==> src/rtl/bip_pkg.sv <==
// bip_pkg: definitions shared by the BIP fetch/control slice.
//   - default program address and instruction widths
//   - 5-bit opcode values (OP_HLT .. OP_SUBI)
//   - accumulator source select encodings (SELA_*)
//   - fetch/control state encoding (ST_*)
package bip_pkg;

  localparam int unsigned BIP_PC_W    = 11;
  localparam int unsigned BIP_INSTR_W = 16;

  localparam logic [4:0] OP_HLT  = 5'b00000;
  localparam logic [4:0] OP_STO  = 5'b00001;
  localparam logic [4:0] OP_LD   = 5'b00010;
  localparam logic [4:0] OP_LDI  = 5'b00011;
  localparam logic [4:0] OP_ADD  = 5'b00100;
  localparam logic [4:0] OP_ADDI = 5'b00101;
  localparam logic [4:0] OP_SUB  = 5'b00110;
  localparam logic [4:0] OP_SUBI = 5'b00111;

  localparam logic [1:0] SELA_MEM = 2'b00;
  localparam logic [1:0] SELA_IMM = 2'b01;
  localparam logic [1:0] SELA_ALU = 2'b10;

  typedef enum logic [1:0] {
    ST_FETCH  = 2'b00,
    ST_DECODE = 2'b01,
    ST_EXEC   = 2'b10,
    ST_HALT   = 2'b11
  } state_t;

endpackage

==> src/rtl/bip_instr_decoder.sv <==
// bip_instr_decoder: purely combinational opcode decoder.
//   opcode      in  5  instruction opcode (IR[15:11])
//   wr_ram      out 1  data memory write strobe
//   rd_ram      out 1  data memory read enable
//   sel_a       out 2  accumulator source select
//   sel_b       out 1  ALU B operand select (1 = immediate)
//   op_sub      out 1  ALU subtract
//   wr_acc      out 1  accumulator write enable
//   is_hlt      out 1  opcode is HLT
//   is_illegal  out 1  opcode is outside the defined set
// Outputs are not qualified by state; the parent gates them with EXEC.
module bip_instr_decoder
  import bip_pkg::*;
(
  input  logic [4:0] opcode,
  output logic       wr_ram,
  output logic       rd_ram,
  output logic [1:0] sel_a,
  output logic       sel_b,
  output logic       op_sub,
  output logic       wr_acc,
  output logic       is_hlt,
  output logic       is_illegal
);

  always_comb begin
    wr_ram     = 1'b0;
    rd_ram     = 1'b0;
    sel_a      = SELA_MEM;
    sel_b      = 1'b0;
    op_sub     = 1'b0;
    wr_acc     = 1'b0;
    is_hlt     = 1'b0;
    is_illegal = 1'b0;
    case (opcode)
      OP_HLT:  is_hlt = 1'b1;
      OP_STO:  wr_ram = 1'b1;
      OP_LD: begin
        rd_ram = 1'b1;
        sel_a  = SELA_MEM;
        wr_acc = 1'b1;
      end
      OP_LDI: begin
        sel_a  = SELA_IMM;
        wr_acc = 1'b1;
      end
      OP_ADD, OP_SUB: begin
        rd_ram = 1'b1;
        sel_a  = SELA_ALU;
        sel_b  = 1'b0;
        op_sub = (opcode == OP_SUB);
        wr_acc = 1'b1;
      end
      OP_ADDI, OP_SUBI: begin
        sel_a  = SELA_ALU;
        sel_b  = 1'b1;
        op_sub = (opcode == OP_SUBI);
        wr_acc = 1'b1;
      end
      default: is_illegal = 1'b1;
    endcase
  end

endmodule

==> src/rtl/bip_fetch_control.sv <==
// bip_fetch_control: BIP instruction fetch, PC ownership and control decode.
// Each instruction takes FETCH -> DECODE -> EXEC; HLT parks the FSM in HALT
// until reset.
//   CLK      in  1        system clock, rising edge
//   RESET_N  in  1        asynchronous active-low reset
//   EN       in  1        run enable, sampled in FETCH only
//   INSTR    in  INSTR_W  program memory data (one-cycle read latency)
//   ADDR     out PC_W     program memory address (= PC)
//   OPERAND  out PC_W     IR[PC_W-1:0]
//   WR_RAM, RD_RAM, SEL_A, SEL_B, OP_SUB, WR_ACC
//            out          datapath controls, active in EXEC only
//   HALTED   out 1        high while in HALT
//   ILLEGAL  out 1        sticky undefined-opcode trap flag
//                         (only with BIP_ILLEGAL_OPCODE_TRAP_EN)
// Build option: define BIP_ILLEGAL_OPCODE_TRAP_EN to halt on undefined
// opcodes and expose ILLEGAL; otherwise undefined opcodes execute as NOPs.
module bip_fetch_control
  import bip_pkg::*;
#(
  parameter int unsigned PC_W    = BIP_PC_W,
  parameter int unsigned INSTR_W = BIP_INSTR_W
) (
  input  logic               CLK,
  input  logic               RESET_N,
  input  logic               EN,
  input  logic [INSTR_W-1:0] INSTR,
  output logic [PC_W-1:0]    ADDR,
  output logic [PC_W-1:0]    OPERAND,
  output logic               WR_RAM,
  output logic               RD_RAM,
  output logic [1:0]         SEL_A,
  output logic               SEL_B,
  output logic               OP_SUB,
  output logic               WR_ACC,
`ifdef BIP_ILLEGAL_OPCODE_TRAP_EN
  output logic               ILLEGAL,
`endif
  output logic               HALTED
);

`ifdef BIP_ILLEGAL_OPCODE_TRAP_EN
  localparam bit TRAP_ILLEGAL = 1'b1;
`else
  localparam bit TRAP_ILLEGAL = 1'b0;
`endif

  state_t             state;
  logic [PC_W-1:0]    pc;
  logic [INSTR_W-1:0] ir;

  logic       dec_wr_ram;
  logic       dec_rd_ram;
  logic [1:0] dec_sel_a;
  logic       dec_sel_b;
  logic       dec_op_sub;
  logic       dec_wr_acc;
  logic       dec_is_hlt;
  logic       dec_is_illegal;
  logic       exec;
  logic       stop;

  bip_instr_decoder u_decoder (
    .opcode     (ir[INSTR_W-1 -: 5]),
    .wr_ram     (dec_wr_ram),
    .rd_ram     (dec_rd_ram),
    .sel_a      (dec_sel_a),
    .sel_b      (dec_sel_b),
    .op_sub     (dec_op_sub),
    .wr_acc     (dec_wr_acc),
    .is_hlt     (dec_is_hlt),
    .is_illegal (dec_is_illegal)
  );

  // Undefined opcodes decode to no strobes, so with the trap disabled they
  // fall through the normal increment path as NOPs.
  assign stop = dec_is_hlt | (TRAP_ILLEGAL & dec_is_illegal);

  always_ff @(posedge CLK or negedge RESET_N) begin
    if (!RESET_N) begin
      state <= ST_FETCH;
      pc    <= '0;
      ir    <= '0;
    end else begin
      case (state)
        ST_FETCH: begin
          if (EN) state <= ST_DECODE;
        end
        ST_DECODE: begin
          ir    <= INSTR;
          state <= ST_EXEC;
        end
        ST_EXEC: begin
          if (stop) begin
            state <= ST_HALT;
          end else begin
            pc    <= pc + PC_W'(1);
            state <= ST_FETCH;
          end
        end
        default: state <= ST_HALT;
      endcase
    end
  end

`ifdef BIP_ILLEGAL_OPCODE_TRAP_EN
  always_ff @(posedge CLK or negedge RESET_N) begin
    if (!RESET_N) begin
      ILLEGAL <= 1'b0;
    end else if (state == ST_EXEC && dec_is_illegal) begin
      ILLEGAL <= 1'b1;
    end
  end
`endif

  // Controls depend only on registered state and IR, so they cannot glitch.
  assign exec    = (state == ST_EXEC) && !stop;
  assign WR_RAM  = exec & dec_wr_ram;
  assign RD_RAM  = exec & dec_rd_ram;
  assign SEL_A   = exec ? dec_sel_a : '0;
  assign SEL_B   = exec & dec_sel_b;
  assign OP_SUB  = exec & dec_op_sub;
  assign WR_ACC  = exec & dec_wr_acc;
  assign HALTED  = (state == ST_HALT);
  assign ADDR    = pc;
  assign OPERAND = ir[PC_W-1:0];

endmodule

==> config.mk <==
export PLATFORM = sky130hd
export DESIGN_NAME = bip_fetch_control
export DESIGN_NICKNAME = d
export VERILOG_FILES = /design/src/rtl/bip_pkg.sv /design/src/rtl/bip_instr_decoder.sv /design/src/rtl/bip_fetch_control.sv
export SDC_FILE = /design/constraint.sdc
export NUM_CORES = 1
export LEC_CHECK = 0
export ABC_AREA = 1
export CAP_MARGIN = 30
export CORE_MARGIN = 3
export CORE_UTILIZATION = 45
export CTS_BUF_LIST = sky130_fd_sc_hd__clkbuf_4
export DETAILED_ROUTE_END_ITERATION = 10
export PLACE_DENSITY = 0.79
export SETUP_SLACK_MARGIN = 0.4
export SYNTH_ARGS = -nofsm -noshare
export SYNTH_HDL_FRONTEND = slang
export SYNTH_HIERARCHICAL = 1
export SYNTH_SLANG_ARGS = --single-unit
==> constraint.sdc <==
create_clock -name CLK -period 2.3 [get_ports CLK]
set_clock_uncertainty 0.1 [all_clocks]
set_input_delay 0.345 -clock CLK [delete_from_list [all_inputs] [get_ports CLK]]
set_output_delay 0.345 -clock CLK [all_outputs]
set_load 0.02 [all_outputs]
==> flow_summary.toml <==
[flow_run]
maxCapViolCount = 0

[status]
outcome = "complete, no violations"

[clocking]
cts_buffers = 5
clockBufferDepth = 2
holdBufCountCts = 0
clk_latency_ns = 0.33
htree_num_levels = 2
root_buffer = "clkbuf_4"
cts_sinks = 29
path_clk_slew_ns = 0.09
tritoncts = "done"

[worst_setup_path]
worstPathMaxFanout = 8
r2r_cells = 11
cp_data_required_time_ns = 1.86
worstSetupPathType = "reg2out"
r2r_start = "ir[14]"
r2r_setup_slack_ns = 0.72
worstPathArrival_ns = 1.45
critPathCaptureType = "output pin"
critPathLaunchType = "flop"
rr_endpoint = "ADDR[9]"

[global_route]
busiest_layer = "met2"
antenna_found_initial = 0
met1_usage_pct = 18.6
grt.total_usage_pct = 16.5
grtUsageMet3_pct = 4.96
grt_max_degree = 30
grt_pass1_wl_um = 5310
grt_pass1_vias = 1158
met2_usage_pct = 28.8
gr-total-overflow = 0

[final_layout]
area_growth_pct = 35.1
layout.nets = 241
multi_input_area_sq_um = 642
drive_above_1_share_pct = 25.2
fillCellCount = 279
num_antenna_cells = 0
ff_latch_area_sq_um = 728
instances_no_fill = 266

[sta]
tightest_slew_ns = 0.362
tns_ns = 0
hold_viol_final = 0
min_period_ns = 1.90
drv_slew = 0
max_freq_mhz = 527
rsz0062_at_grt = "true"
hold_slack_ns = 0.294
finalSetupViolCount = 0
finalCritPeriodShare_pct = 82.5
slew_headroom_pct = 75.9

[die]
row_count = 20
start_util_pct = 49.3
die_area_sq_mm = 0.00426
chipHeight_um = 65.2
pin_count = 49
core_area_sq_mm = 0.00320
die_w_um = 65.2

[place]
place_congestion = 0.779
dpl.cell_count = 250
io_buffers = 48
dp_hpwl_um = 2220

[synth]
synth_cells = 169
avgSynthCellArea_sq_um = 9.34
post_synth_instance_area_sq_mm = 0.00158
synth_fp_nets = 189
yosys_warnings = 6

[drt]
via_per_inst = 4.66
ant_nets = 0
wl_um = 3180
wire_per_inst_um = 11.9
vias = 1240
drc = 0
dr.pass1.iters = 4
drtIter0Drc = 52

[pwr]
fin_total_pwr_mw = 2.68
leakage_nw = 1.10
power_density_mw_per_mm2 = 1250
peakVddDrop_mv = 0.741

[worst_hold_path]
holdCritPathClass = "in2async"
worst max-delay path, cell delays in order, from the launching register on:
cell and delay, ns:
dfrtp_2 0.44, nor2_4 0.12, nand2_2 0.06, nor2_2 0.12, inv_2 0.05, nand3_4 0.12
nor2_1 0.06, buf_4 0.15
per-layer routing:
layer	wire length [um]	part of all wire [%]
met5	0	0
met4	44	1.4
met3	174	5.5
met2	1630	51
met1	1330	42
power by group:
group	internal, mW	switching, mW
Clock	0.128	0.178
Combinational	0.754	0.707
Sequential	0.723	0.187
how the worst max path moves through the flow:
stage,to,cells past startpoint,start
4_1_cts,SEL_A[1],7,ir[13]
6_report,SEL_A[1],7,ir[14]
5_1_grt,OP_SUB,7,ir[11]
3_3_place_gp,SEL_A[1],7,ir[14]
2_1_floorplan,OP_SUB,7,ir[14]
3_5_place_dp,SEL_A[1],7,ir[14]
sequential cells by signal, indices dropped and copies added, names as in the netlist:
signal / flops
state: 2
ir: 16
ADDR: 11
cells in the final DEF, fill, tap and decap left out, drive strengths merged, types with 4 or more instances in the layout:
cell type	n
buf	17
clkbuf	6
clkdlybuf4s50	37
dfrtp	29
inv	31
mux2	16
nand2	36
nand3	12
nand4	4
nor2	19
per-stage QoR:
step           util (%)  setup WS, ns  area [sq um]
4_1_cts            66.0         0.403          2110
5_1_grt            66.6         0.300          2130
3_5_place_dp       63.0         0.230          2020
6_report           66.6         0.402          2130
3_3_place_gp       63.0         0.268          2020
2_1_floorplan         -         0.606          1580
final cells by class:
type                       instances  share of cell area (%)
multi-input combinational         96                    30.1
clock inverter                     2                   0.469
inverter                          31                    5.45
sequential                        29                    34.1
tap                               44                    2.58
timing repair buffer              58                    25.2
clock buffer                       6                    2.11
what timing repair did:
item                                    4_1_cts  5_1_grt
resized for setup                            37        7
pin swaps                                     3        7
endpoints found under the setup margin        8       10
buffers inserted                              7        1
Note: power is estimated with default switching activity, not from simulation.
